===== config.mk =====
export PLATFORM = sky130hd
export DESIGN_NAME = cnn_frame_streamer
export DESIGN_NICKNAME = d
export VERILOG_FILES = /design/src/rtl/cnn_stream_pkg.sv /design/src/rtl/cnn_frame_streamer_onehot_decoder.sv /design/src/rtl/cnn_frame_streamer.sv
export SDC_FILE = /design/constraint.sdc
export NUM_CORES = 1
export LEC_CHECK = 0
export ABC_AREA = 1
export CORE_MARGIN = 5
export CORE_UTILIZATION = 26
export CTS_BUF_LIST = sky130_fd_sc_hd__clkbuf_8
export CTS_CLUSTER_DIAMETER = 80
export DETAILED_ROUTE_END_ITERATION = 8
export PLACE_DENSITY = 0.56
export SLEW_MARGIN = 40
export SYNTH_ARGS = -nofsm -noshare
export SYNTH_HDL_FRONTEND = slang
export SYNTH_HIERARCHICAL = 1
export SYNTH_SLANG_ARGS = --single-unit

===== constraint.sdc =====
create_clock -name clk -period 7.2 [get_ports clk]
set_clock_uncertainty 0.15 [all_clocks]
set_input_delay 1.44 -clock clk [delete_from_list [all_inputs] [get_ports clk]]
set_output_delay 1.44 -clock clk [all_outputs]
set_load 0.02 [all_outputs]

===== src/rtl/cnn_stream_pkg.sv =====
`default_nettype none
// ============================================================================
// Module   : cnn_stream_pkg
// Brief    : Shared widths, class encodings and streamer state type.
// Revision : 1.0
// ============================================================================
package cnn_stream_pkg;

    localparam int DATA_W      = 32;
    localparam int NUM_CLASSES = 10;
    localparam int CLASS_W     = 4;

    localparam logic [CLASS_W-1:0] CLASS_ERR = 4'd15;

    typedef enum logic [2:0] {
        LOAD,
        IDLE,
        STREAM,
        GAP,
        WAIT_RES,
        HOLD_RES
    } streamer_state_t;

endpackage : cnn_stream_pkg
`default_nettype wire


===== src/rtl/cnn_frame_streamer_onehot_decoder.sv =====
`default_nettype none
// ============================================================================
// Module   : onehot_decoder
// Brief    : Maps a one-hot classification vector to its class index.
// Revision : 1.0
// ============================================================================
module onehot_decoder
    import cnn_stream_pkg::*;
(
    input  logic [NUM_CLASSES-1:0] i_onehot,
    output logic [CLASS_W-1:0]     o_class,
    output logic                   o_valid
);

    logic [CLASS_W-1:0] w_idx;
    logic [CLASS_W-1:0] w_ones;

    // o_valid only when exactly one bit is set; anything else reports CLASS_ERR
    always_comb begin
        w_idx  = '0;
        w_ones = '0;
        for (int i = 0; i < NUM_CLASSES; i++) begin
            if (i_onehot[i]) begin
                w_ones = w_ones + CLASS_W'(1);
                w_idx  = CLASS_W'(i);
            end
        end
        o_valid = (w_ones == CLASS_W'(1));
        o_class = o_valid ? w_idx : CLASS_ERR;
    end

endmodule : onehot_decoder
`default_nettype wire


===== src/rtl/cnn_frame_streamer.sv =====
`default_nettype none
// ============================================================================
// Module   : cnn_frame_streamer
// Brief    : Feeds host frame words into the CNN pipeline and returns the result.
// Revision : 1.0
// ============================================================================
module cnn_frame_streamer
    import cnn_stream_pkg::*;
#(
    parameter int unsigned FRAME_WORDS    = 1024,
    parameter int unsigned GAP_CYCLES     = 0,
    parameter int unsigned TIMEOUT_CYCLES = 1000000
) (
    input  logic                   clk,
    input  logic                   rst,
    input  logic                   s_valid,
    output logic                   s_ready,
    input  logic [DATA_W-1:0]      s_data,
    output logic                   load,
    input  logic                   load_weight_done,
    output logic                   input_valid,
    output logic                   sof,
    output logic [DATA_W-1:0]      d_in,
    input  logic                   output_valid,
    input  logic [NUM_CLASSES-1:0] d_out,
    output logic                   res_valid,
    input  logic                   res_ready,
    output logic [CLASS_W-1:0]     res_class,
    output logic                   res_err,
    output logic                   busy
);

    localparam int unsigned CNT_W = 17;
    localparam int unsigned GAP_W = (GAP_CYCLES > 1) ? $clog2(GAP_CYCLES) : 1;
    localparam int unsigned TO_W  = (TIMEOUT_CYCLES > 1) ? $clog2(TIMEOUT_CYCLES) : 1;

    localparam logic [CNT_W-1:0] c_frame_words = CNT_W'(FRAME_WORDS);
    localparam logic [GAP_W-1:0] c_gap_last    = GAP_W'(GAP_CYCLES - 1);
    localparam logic [TO_W-1:0]  c_to_last     = TO_W'(TIMEOUT_CYCLES - 1);
    localparam logic             c_has_gap     = (GAP_CYCLES != 0);

    streamer_state_t    r_state, w_state;
    logic               r_load, w_load;
    logic [DATA_W-1:0]  r_d_in, w_d_in;
    logic               r_input_valid, w_input_valid;
    logic               r_sof, w_sof;
    logic               r_res_valid, w_res_valid;
    logic [CLASS_W-1:0] r_res_class, w_res_class;
    logic               r_res_err, w_res_err;
    logic               r_busy, w_busy;
    logic [CNT_W-1:0]   r_word_cnt, w_word_cnt;
    logic [GAP_W-1:0]   r_gap_cnt, w_gap_cnt;
    logic [TO_W-1:0]    r_to_cnt, w_to_cnt;
    logic               w_s_ready;
    logic [CNT_W-1:0]   w_cnt_inc;
    logic [CLASS_W-1:0] w_dec_class;
    logic               w_dec_valid;

    onehot_decoder u_decoder (
        .i_onehot (d_out),
        .o_class  (w_dec_class),
        .o_valid  (w_dec_valid)
    );

    assign w_cnt_inc = r_word_cnt + CNT_W'(1);

    always_comb begin
        w_state       = r_state;
        w_load        = r_load;
        w_d_in        = r_d_in;
        w_input_valid = 1'b0;
        w_sof         = 1'b0;
        w_res_valid   = r_res_valid;
        w_res_class   = r_res_class;
        w_res_err     = r_res_err;
        w_word_cnt    = r_word_cnt;
        w_gap_cnt     = r_gap_cnt;
        w_to_cnt      = r_to_cnt;
        w_s_ready     = 1'b0;

        case (r_state)
            LOAD: begin
                if (load_weight_done) begin
                    w_load  = 1'b0;
                    w_state = IDLE;
                end
            end

            IDLE: begin
                w_s_ready = 1'b1;
                if (s_valid) begin
                    w_d_in        = s_data;
                    w_input_valid = 1'b1;
                    w_sof         = 1'b1;
                    w_word_cnt    = CNT_W'(1);
                    w_gap_cnt     = '0;
                    w_state       = c_has_gap ? GAP : STREAM;
                end
            end

            STREAM: begin
                w_s_ready = (r_word_cnt < c_frame_words);
                if (w_s_ready && s_valid) begin
                    w_d_in        = s_data;
                    w_input_valid = 1'b1;
                    w_word_cnt    = w_cnt_inc;
                    if (w_cnt_inc == c_frame_words) begin
                        w_to_cnt = '0;
                        w_state  = WAIT_RES;
                    end else if (c_has_gap) begin
                        w_gap_cnt = '0;
                        w_state   = GAP;
                    end
                end
            end

            // Pipeline has no backpressure, so the gap is a hard minimum spacing
            GAP: begin
                if (r_gap_cnt == c_gap_last) begin
                    w_gap_cnt = '0;
                    w_state   = STREAM;
                end else begin
                    w_gap_cnt = r_gap_cnt + GAP_W'(1);
                end
            end

            // A real result on the timeout cycle takes priority over the timeout
            WAIT_RES: begin
                w_to_cnt = r_to_cnt + TO_W'(1);
                if (output_valid) begin
                    w_res_valid = 1'b1;
                    w_res_class = w_dec_class;
                    w_res_err   = ~w_dec_valid;
                    w_state     = HOLD_RES;
                end else if (r_to_cnt == c_to_last) begin
                    w_res_valid = 1'b1;
                    w_res_class = CLASS_ERR;
                    w_res_err   = 1'b1;
                    w_state     = HOLD_RES;
                end
            end

            HOLD_RES: begin
                if (res_ready) begin
                    w_res_valid = 1'b0;
                    w_state     = IDLE;
                end
            end

            default: w_state = LOAD;
        endcase

        // Registered from next state so busy reads 0 while rst is held
        w_busy = (w_state != IDLE);
    end

    always_ff @(posedge clk) begin
        if (rst) begin
            r_state       <= LOAD;
            r_load        <= 1'b1;
            r_d_in        <= '0;
            r_input_valid <= 1'b0;
            r_sof         <= 1'b0;
            r_res_valid   <= 1'b0;
            r_res_class   <= '0;
            r_res_err     <= 1'b0;
            r_busy        <= 1'b0;
            r_word_cnt    <= '0;
            r_gap_cnt     <= '0;
            r_to_cnt      <= '0;
        end else begin
            r_state       <= w_state;
            r_load        <= w_load;
            r_d_in        <= w_d_in;
            r_input_valid <= w_input_valid;
            r_sof         <= w_sof;
            r_res_valid   <= w_res_valid;
            r_res_class   <= w_res_class;
            r_res_err     <= w_res_err;
            r_busy        <= w_busy;
            r_word_cnt    <= w_word_cnt;
            r_gap_cnt     <= w_gap_cnt;
            r_to_cnt      <= w_to_cnt;
        end
    end

    assign s_ready     = w_s_ready;
    assign load        = r_load;
    assign d_in        = r_d_in;
    assign input_valid = r_input_valid;
    assign sof         = r_sof;
    assign res_valid   = r_res_valid;
    assign res_class   = r_res_class;
    assign res_err     = r_res_err;
    assign busy        = r_busy;

endmodule : cnn_frame_streamer
`default_nettype wire


* Word-level counts from Yosys, hierarchy flattened *
Index checks and enable logic that the tools add are counted.

word-level totals
  register bits after elaboration = 83
  bits of input ports = 48
  word-level logic and storage cells = 107

operators by class
  add/subtract/negate cells = 12
  order comparisons = 1
  eq/ne operators = 14
  mux-type cells = 52
  bitwise gates (word level) = 2
  reductions and logical operators = 14

operators by type and width
  cell                     count
  $mux W32                 2
  $pmux W32 S2             1
  $mux W4                  14
  $mux W20                 2
  $pmux W20 S2             1
  $mux W3                  12
  $mux W17                 2
  $pmux W17 S2             1
  $add A4 B1 Y4 const B    8
  $add A20 B1 Y20 const B  1
  $eq A20 B20 Y1 const B   1
  $pmux W3 S6              1
  $add A17 B1 Y17 const B  1
  $eq A17 B11 Y1 const B   1
  $lt A17 B11 Y1 const B   1
  $mux W1                  10
  $reduce_bool A2 Y1       5
  $reduce_and A3 Y1        3
  $ne A2 B2 Y1 const B     4
  $pmux W1 S2              4
  $eq A3 B2 Y1 const B     2
  $eq A3 B3 Y1 const B     2
  $reduce_and A2 Y1        3
  $eq A4 B1 Y1 const B     1
  10 further kinds         12

* Depth between registers and ports, before layout *
  depth after elaboration = 22
  mapped depth = 36
  mapped depth without buffers = 36

* Cells and area by module *
The synthesis kept the hierarchy.

modules (own cells, without submodules)
  module              instances  cells each  area an instance (sq um)  seq. area each (sq um)
  cnn_frame_streamer  1          584         3993.8                    1661.6
  onehot_decoder      1          172         987.2                     0.0

* Worst setup path after synthesis *
Ideal clock, no wire load.

  kind = input to register
  start point = input port d_out[1]
  end point = register r_res_err (netlist: res_err)
  setup time = 116 ps
  arrival time = 6081 ps
  path slack = 853 ps
  cell stages on the path = 36
  path buffers = 0
  cell sequence = inv_1 -> ha_1 -> inv_1 -> nand2_1 -> nand2_1 -> ha_1 -> nand2_1 -> nand2_1 -> ha_1 -> or2_1 -> nand2_1 -> inv_1 -> ha_1 -> nand2_1 -> nand2_1 -> ha_1 -> or2_2 -> and2_1 -> ha_1 -> nand2_1 -> nand2_1 -> ha_1 -> or2_2 -> nand2_1 -> inv_1 -> ha_1 -> nand2_1 -> nand2_1 -> inv_1 -> nand3_2 -> nor2_4 -> inv_2 -> nor2_2 -> nand3_1 -> o211ai_1 -> inv_1

between the ends
  longest elaborated chain between the ends = 20

ends and longest elaborated chain
  item                  RTL line                                 RTL
  from (decl)           cnn_frame_streamer.sv:25                 input logic [NUM_CLASSES-1:0] d_out,
  $mux W4 (*)           cnn_frame_streamer_onehot_decoder.sv:23  if (i_onehot[i]) begin
  $add A4 B1 Y4         cnn_frame_streamer_onehot_decoder.sv:24  w_ones = w_ones + CLASS_W'(1);
  $mux W4 (*)           cnn_frame_streamer_onehot_decoder.sv:23
  $add A4 B1 Y4         cnn_frame_streamer_onehot_decoder.sv:24
  $mux W4 (*)           cnn_frame_streamer_onehot_decoder.sv:23
  $add A4 B1 Y4         cnn_frame_streamer_onehot_decoder.sv:24
  $mux W4 (*)           cnn_frame_streamer_onehot_decoder.sv:23
  $add A4 B1 Y4         cnn_frame_streamer_onehot_decoder.sv:24
  [... 5 more ...]      -
  $add A4 B1 Y4         cnn_frame_streamer_onehot_decoder.sv:24
  $mux W4 (*)           cnn_frame_streamer_onehot_decoder.sv:23
  $add A4 B1 Y4         cnn_frame_streamer_onehot_decoder.sv:24
  $mux W4 (*)           cnn_frame_streamer_onehot_decoder.sv:23
  $eq A4 B1 Y1 (*)      cnn_frame_streamer_onehot_decoder.sv:28  o_valid = (w_ones == CLASS_W'(1));
  net w_dec_valid       cnn_frame_streamer.sv:57                 logic w_dec_valid;
  $not A1 Y1 (*)        cnn_frame_streamer.sv:133                w_res_err = ~w_dec_valid;
  $mux W1 (*)           cnn_frame_streamer.sv:130                if (output_valid) begin
  to (signal assigned)  cnn_frame_streamer.sv:179                r_res_err <= w_res_err;
  to (decl)             cnn_frame_streamer.sv:49                 logic r_res_err, w_res_err;

Mark *: on every way through the listed nets, which the timed path passes. The rest lies on a longest branch.
A chain may end at the register's enable or synchronous reset.

* Worst setup path after layout *
  start point = input port d_out[0]
  end point = register r_res_class[1] (netlist: res_class[1])

between the ends
  longest elaborated chain between the ends = 22

ends and longest elaborated chain
  item                  RTL line                                 RTL
  $mux W1 (*)           cnn_frame_streamer_onehot_decoder.sv:23
  $add A1 B1 Y2         cnn_frame_streamer_onehot_decoder.sv:24
  $mux W4 (*)           cnn_frame_streamer_onehot_decoder.sv:23
  $add A4 B1 Y4         cnn_frame_streamer_onehot_decoder.sv:24
  $mux W4 (*)           cnn_frame_streamer_onehot_decoder.sv:23
  $add A4 B1 Y4         cnn_frame_streamer_onehot_decoder.sv:24
  $mux W4 (*)           cnn_frame_streamer_onehot_decoder.sv:23
  $add A4 B1 Y4         cnn_frame_streamer_onehot_decoder.sv:24
  [... 7 more ...]      -
  $add A4 B1 Y4         cnn_frame_streamer_onehot_decoder.sv:24
  $mux W4 (*)           cnn_frame_streamer_onehot_decoder.sv:23
  $add A4 B1 Y4         cnn_frame_streamer_onehot_decoder.sv:24
  $mux W4 (*)           cnn_frame_streamer_onehot_decoder.sv:23
  $eq A4 B1 Y1 (*)      cnn_frame_streamer_onehot_decoder.sv:28
  $mux W4 (*)           cnn_frame_streamer_onehot_decoder.sv:29  o_class = o_valid ? w_idx : CLASS_ERR;
  net w_dec_class[1]    cnn_frame_streamer.sv:56                 logic [CLASS_W-1:0] w_dec_class;
  $mux W4 (*)           cnn_frame_streamer.sv:130
  to (signal assigned)  cnn_frame_streamer.sv:178                r_res_class <= w_res_class;
  to (decl)             cnn_frame_streamer.sv:48                 logic [CLASS_W-1:0] r_res_class, w_res_class;

Marked as above.

==> impl_metrics.csv <==
group,metric,value,unit
status,status,"completed",
critical_path,crit_path_start_kind,"input port",
route,drt_wl_total,12900,um
timing,relSlewSlack,45.4,%
worst_hold_path,hp-class,"flop to flop",
final_layout,fin_nets,894,
floorplanning,die_w,148,um
place,finalWeightedCongestion,0.789,
yosys,synth_warnings,6,
cts,clock_path_buffers,2,
pwr,peakVddDrop,0.131,mV
route,route.detailed.drc,0,
cts,path_clk_slew,0.09,ns
timing,min_period,6.76,ns
final_layout,num_antenna_cells,0,
job,cap_violations,0,
timing,grt_setup_unrepaired,"false",
final_layout,syn2layout_area_growth,25.6,%
pwr,p_per_area,180,mW/mm^2
critical_path,critical_path_buf_inv_count,7,
global_route,grt_pass1_wl,21600,um
critical_path,cp.arrival,6.89,ns
timing,setup_viol,0,
timing,max_slew.worst_pin.slew,0.815,ns
cts,cts_tree,"yes",
timing,hold_viol_final,0,
cts,clock_insertion_delay_worst_skew,0.38,ns
route,vias_per_cell,4.49,
yosys,synth_flop_cell,"dfxtp_1",
yosys,synth_fp_nets,815,
yosys,synthCells,756,
route,ant_nets,0,
cts,htree_levels,3,
route,firstDrtPassIters,4,
pwr,p_leak,2.48,nW
floorplanning,ios,91,
final_layout,drive_gt1_share,11.0,%
global_route,grt_usage,11.9,%
global_route,grt_pass1_vias,4514,
timing,fmax,148,MHz
yosys,yosysSeqAreaShare,33.4,%
floorplanning,start_util,26.5,%
cts,clock_sinks,83,
global_route,grt_max_degree,46,
floorplanning,fp-row-count,50,
floorplanning,die_h,148,um
yosys,synthArstFlopShare,0,%
critical_path,crit_type,"input port to flop",
timing,finalSetupTns,0,ns
floorplanning,die_area,0.0220,mm^2
route,drt_iter0_drc,227,
yosys,synth_seq_cells,83,
global_route,grt_overflow_total,0,
yosys,synth_area,0.00498,mm^2
cts,numCtsBuffers,9,
cts,postCtsSetupBuffers,0,
critical_path,critical_path.max_stage_delay,0.49,ns
place,dp_hpwl,9500,um
cts,cts_hold_buf,0,
yosys,synthDistinctLibCells,37,
critical_path,worst_setup_path_end_kind,"flop",
route,wl_per_cell,12.0,um
critical_path,crit_slowest_cell,"clkdlybuf4s50_1",
floorplanning,core-area,0.0188,mm^2
cts,cts_root_buf,"clkbuf_8",
timing,fin_crit_sh,93.9,%
yosys,synth_area_per_cell,6.59,um^2
critical_path,cp_top_family,"simple AND/OR/NAND/NOR gates",
pwr,total_power,1.13,mW
place,io_buffers,90,
cts,cts_resized,0,
route,num_vias,4820,
yosys,synth_edf_count,0,
critical_path,cpMostUsedCell,"nand2_1",
timing,final_max_slew_viol_count,0,
critical_path,critical_path_required,7.33,ns
critical_path,path_max_fanout,5,
global_route,antenna_found_initial,0,
cells in the mapped netlist (2+ instances only):
library cell  instances  area [um^2]
a21oi_1              37          185
and2_1                2         12.5
buf_2                 3         15.0
buf_4                 3         22.5
buf_6                 2         22.5
clkbuf_1             17         63.8
dfxtp_1              83         1660
ha_1                 11          138
inv_1                80          300
inv_2                 6         22.5
nand2_1             180          676
nand2_2              16          100
nand2_4               7         78.8
nand3_1              55          275
nand3_2               9         90.1
nand3_4               4         70.1
nand3b_1              2         15.0
nand4_1              24          150
nor2_1              109          409
nor2_2                9         56.3
nor2_4                4         45.0
nor3_1               13         65.1
nor3_2                2         20.0
nor4_1                5         31.3
o211ai_1              2         15.0
o21ai_0              39          195
o21bai_1              2         15.0
o221ai_1              4         35.0
or2_2                13         81.3
xor2_1                6         52.6
layout by cell type, fill, tap and decap left out:
cell	n
nand2_1	180
nor2_1	109
clkdlybuf4s50_1	90
dfxtp_1	83
inv_1	81
nand3_1	55
o21ai_0	39
a21oi_1	37
nand4_1	24
nand2_2	15
nor3_1	13
or2_2	13
ha_1	11
clkbuf_8	10
nor2_2	9
nand3_2	9
nand2_4	8
inv_2	6
xor2_1	6
nor4_1	5
nor2_4	4
o221ai_1	4
nand3_4	4
clkinvlp_4	3
buf_4	3
nor3_2	2
o21bai_1	2
o211ai_1	2
and2_1	2
nand3b_1	2
o22ai_2	1
o21ai_1	1
a41oi_1	1
o21ai_2	1
clkinv_2	1
inv_6	1
a21oi_2	1
or2_1	1
nand3b_2	1
layout make-up:
class / instances / area (um^2)
sequential: 83 / 1660
timing repair buffer: 93 / 923
clock inverter: 6 / 40.0
fill: 2075 / 12500
inverter: 86 / 323
tap: 234 / 293
multi-input combinational: 562 / 2880
clock buffer: 10 / 138
logic make-up after synthesis:
logic type / Yosys count / synth area share (%)
compound gates: 89 / 9.82
xor+xnor: 6 / 1.06
fa+ha+maj: 11 / 2.76
buf+inv: 111 / 8.97
flops: 83 / 33.4
simple gates: 456 / 44.0
registers in the layout, indices dropped and copies added (netlist names):
signal	flops
d_in	32
r_gap_cnt	1
res_class	4
load	1
sof	1
res_valid	1
busy	1
res_err	1
r_word_cnt	17
input_valid	1
r_to_cnt	20
r_state	3
worst reg2reg max path, cell delays in order, from the launching register on:
cell and delay, ns:
dfxtp_1 0.36, nor4_1 0.31, nand4_1 0.18, o22ai_2 0.23, nand2_4 0.32, nor2_1 0.73, nand3_1 0.16, a21oi_1 0.17
metrics by stage:
stage | instance area (um^2) | utilization, % | setup slack (ns) | instances | hold WS (ns)
3_3_place_gp | 6070 | 32.4 | 0.133 | 1058 | 0.285
4_1_cts | 6260 | 33.3 | 0.464 | 1074 | 0.307
5_1_grt | 6260 | 33.3 | 0.000591 | 1074 | 0.319
6_report | 6260 | 33.3 | 0.438 | 1074 | 0.302
3_5_place_dp | 6080 | 32.4 | 0.0569 | 1058 | 0.291
2_1_floorplan | 4980 | - | 0.853 | 756 | 0.302
path summary, 6_finish.rpt:
| path | slack [ns] | startpoint | end | cells past startpoint |
|---|---|---|---|---|
| max reg2reg | 4.52 | r_word_cnt[10] | r_word_cnt[6] | 7 |
| max | 0.44 | d_out[0] | res_class[1] | 35 |
| min | 0.30 | load | load | 2 |
| min reg2reg | 0.30 | load | load | 2 |
where the power goes:
| group | internal [mW] | switching, mW | total (mW) |
|---|---|---|---|
| clock | 0.134 | 0.183 | 0.317 |
| sequential | 0.486 | 0.0140 | 0.500 |
| combinational | 0.131 | 0.181 | 0.312 |
per-layer routing:
metal	track usage [%]	vias to the layer above	share of wire [%]
met1	14.9	2108	47
li1	-	2597	-
met4	2.63	0	0.88
met5	0	-	0
met3	6.46	8	10
met2	18.2	107	42
Power figures use the tool's default switching activity.
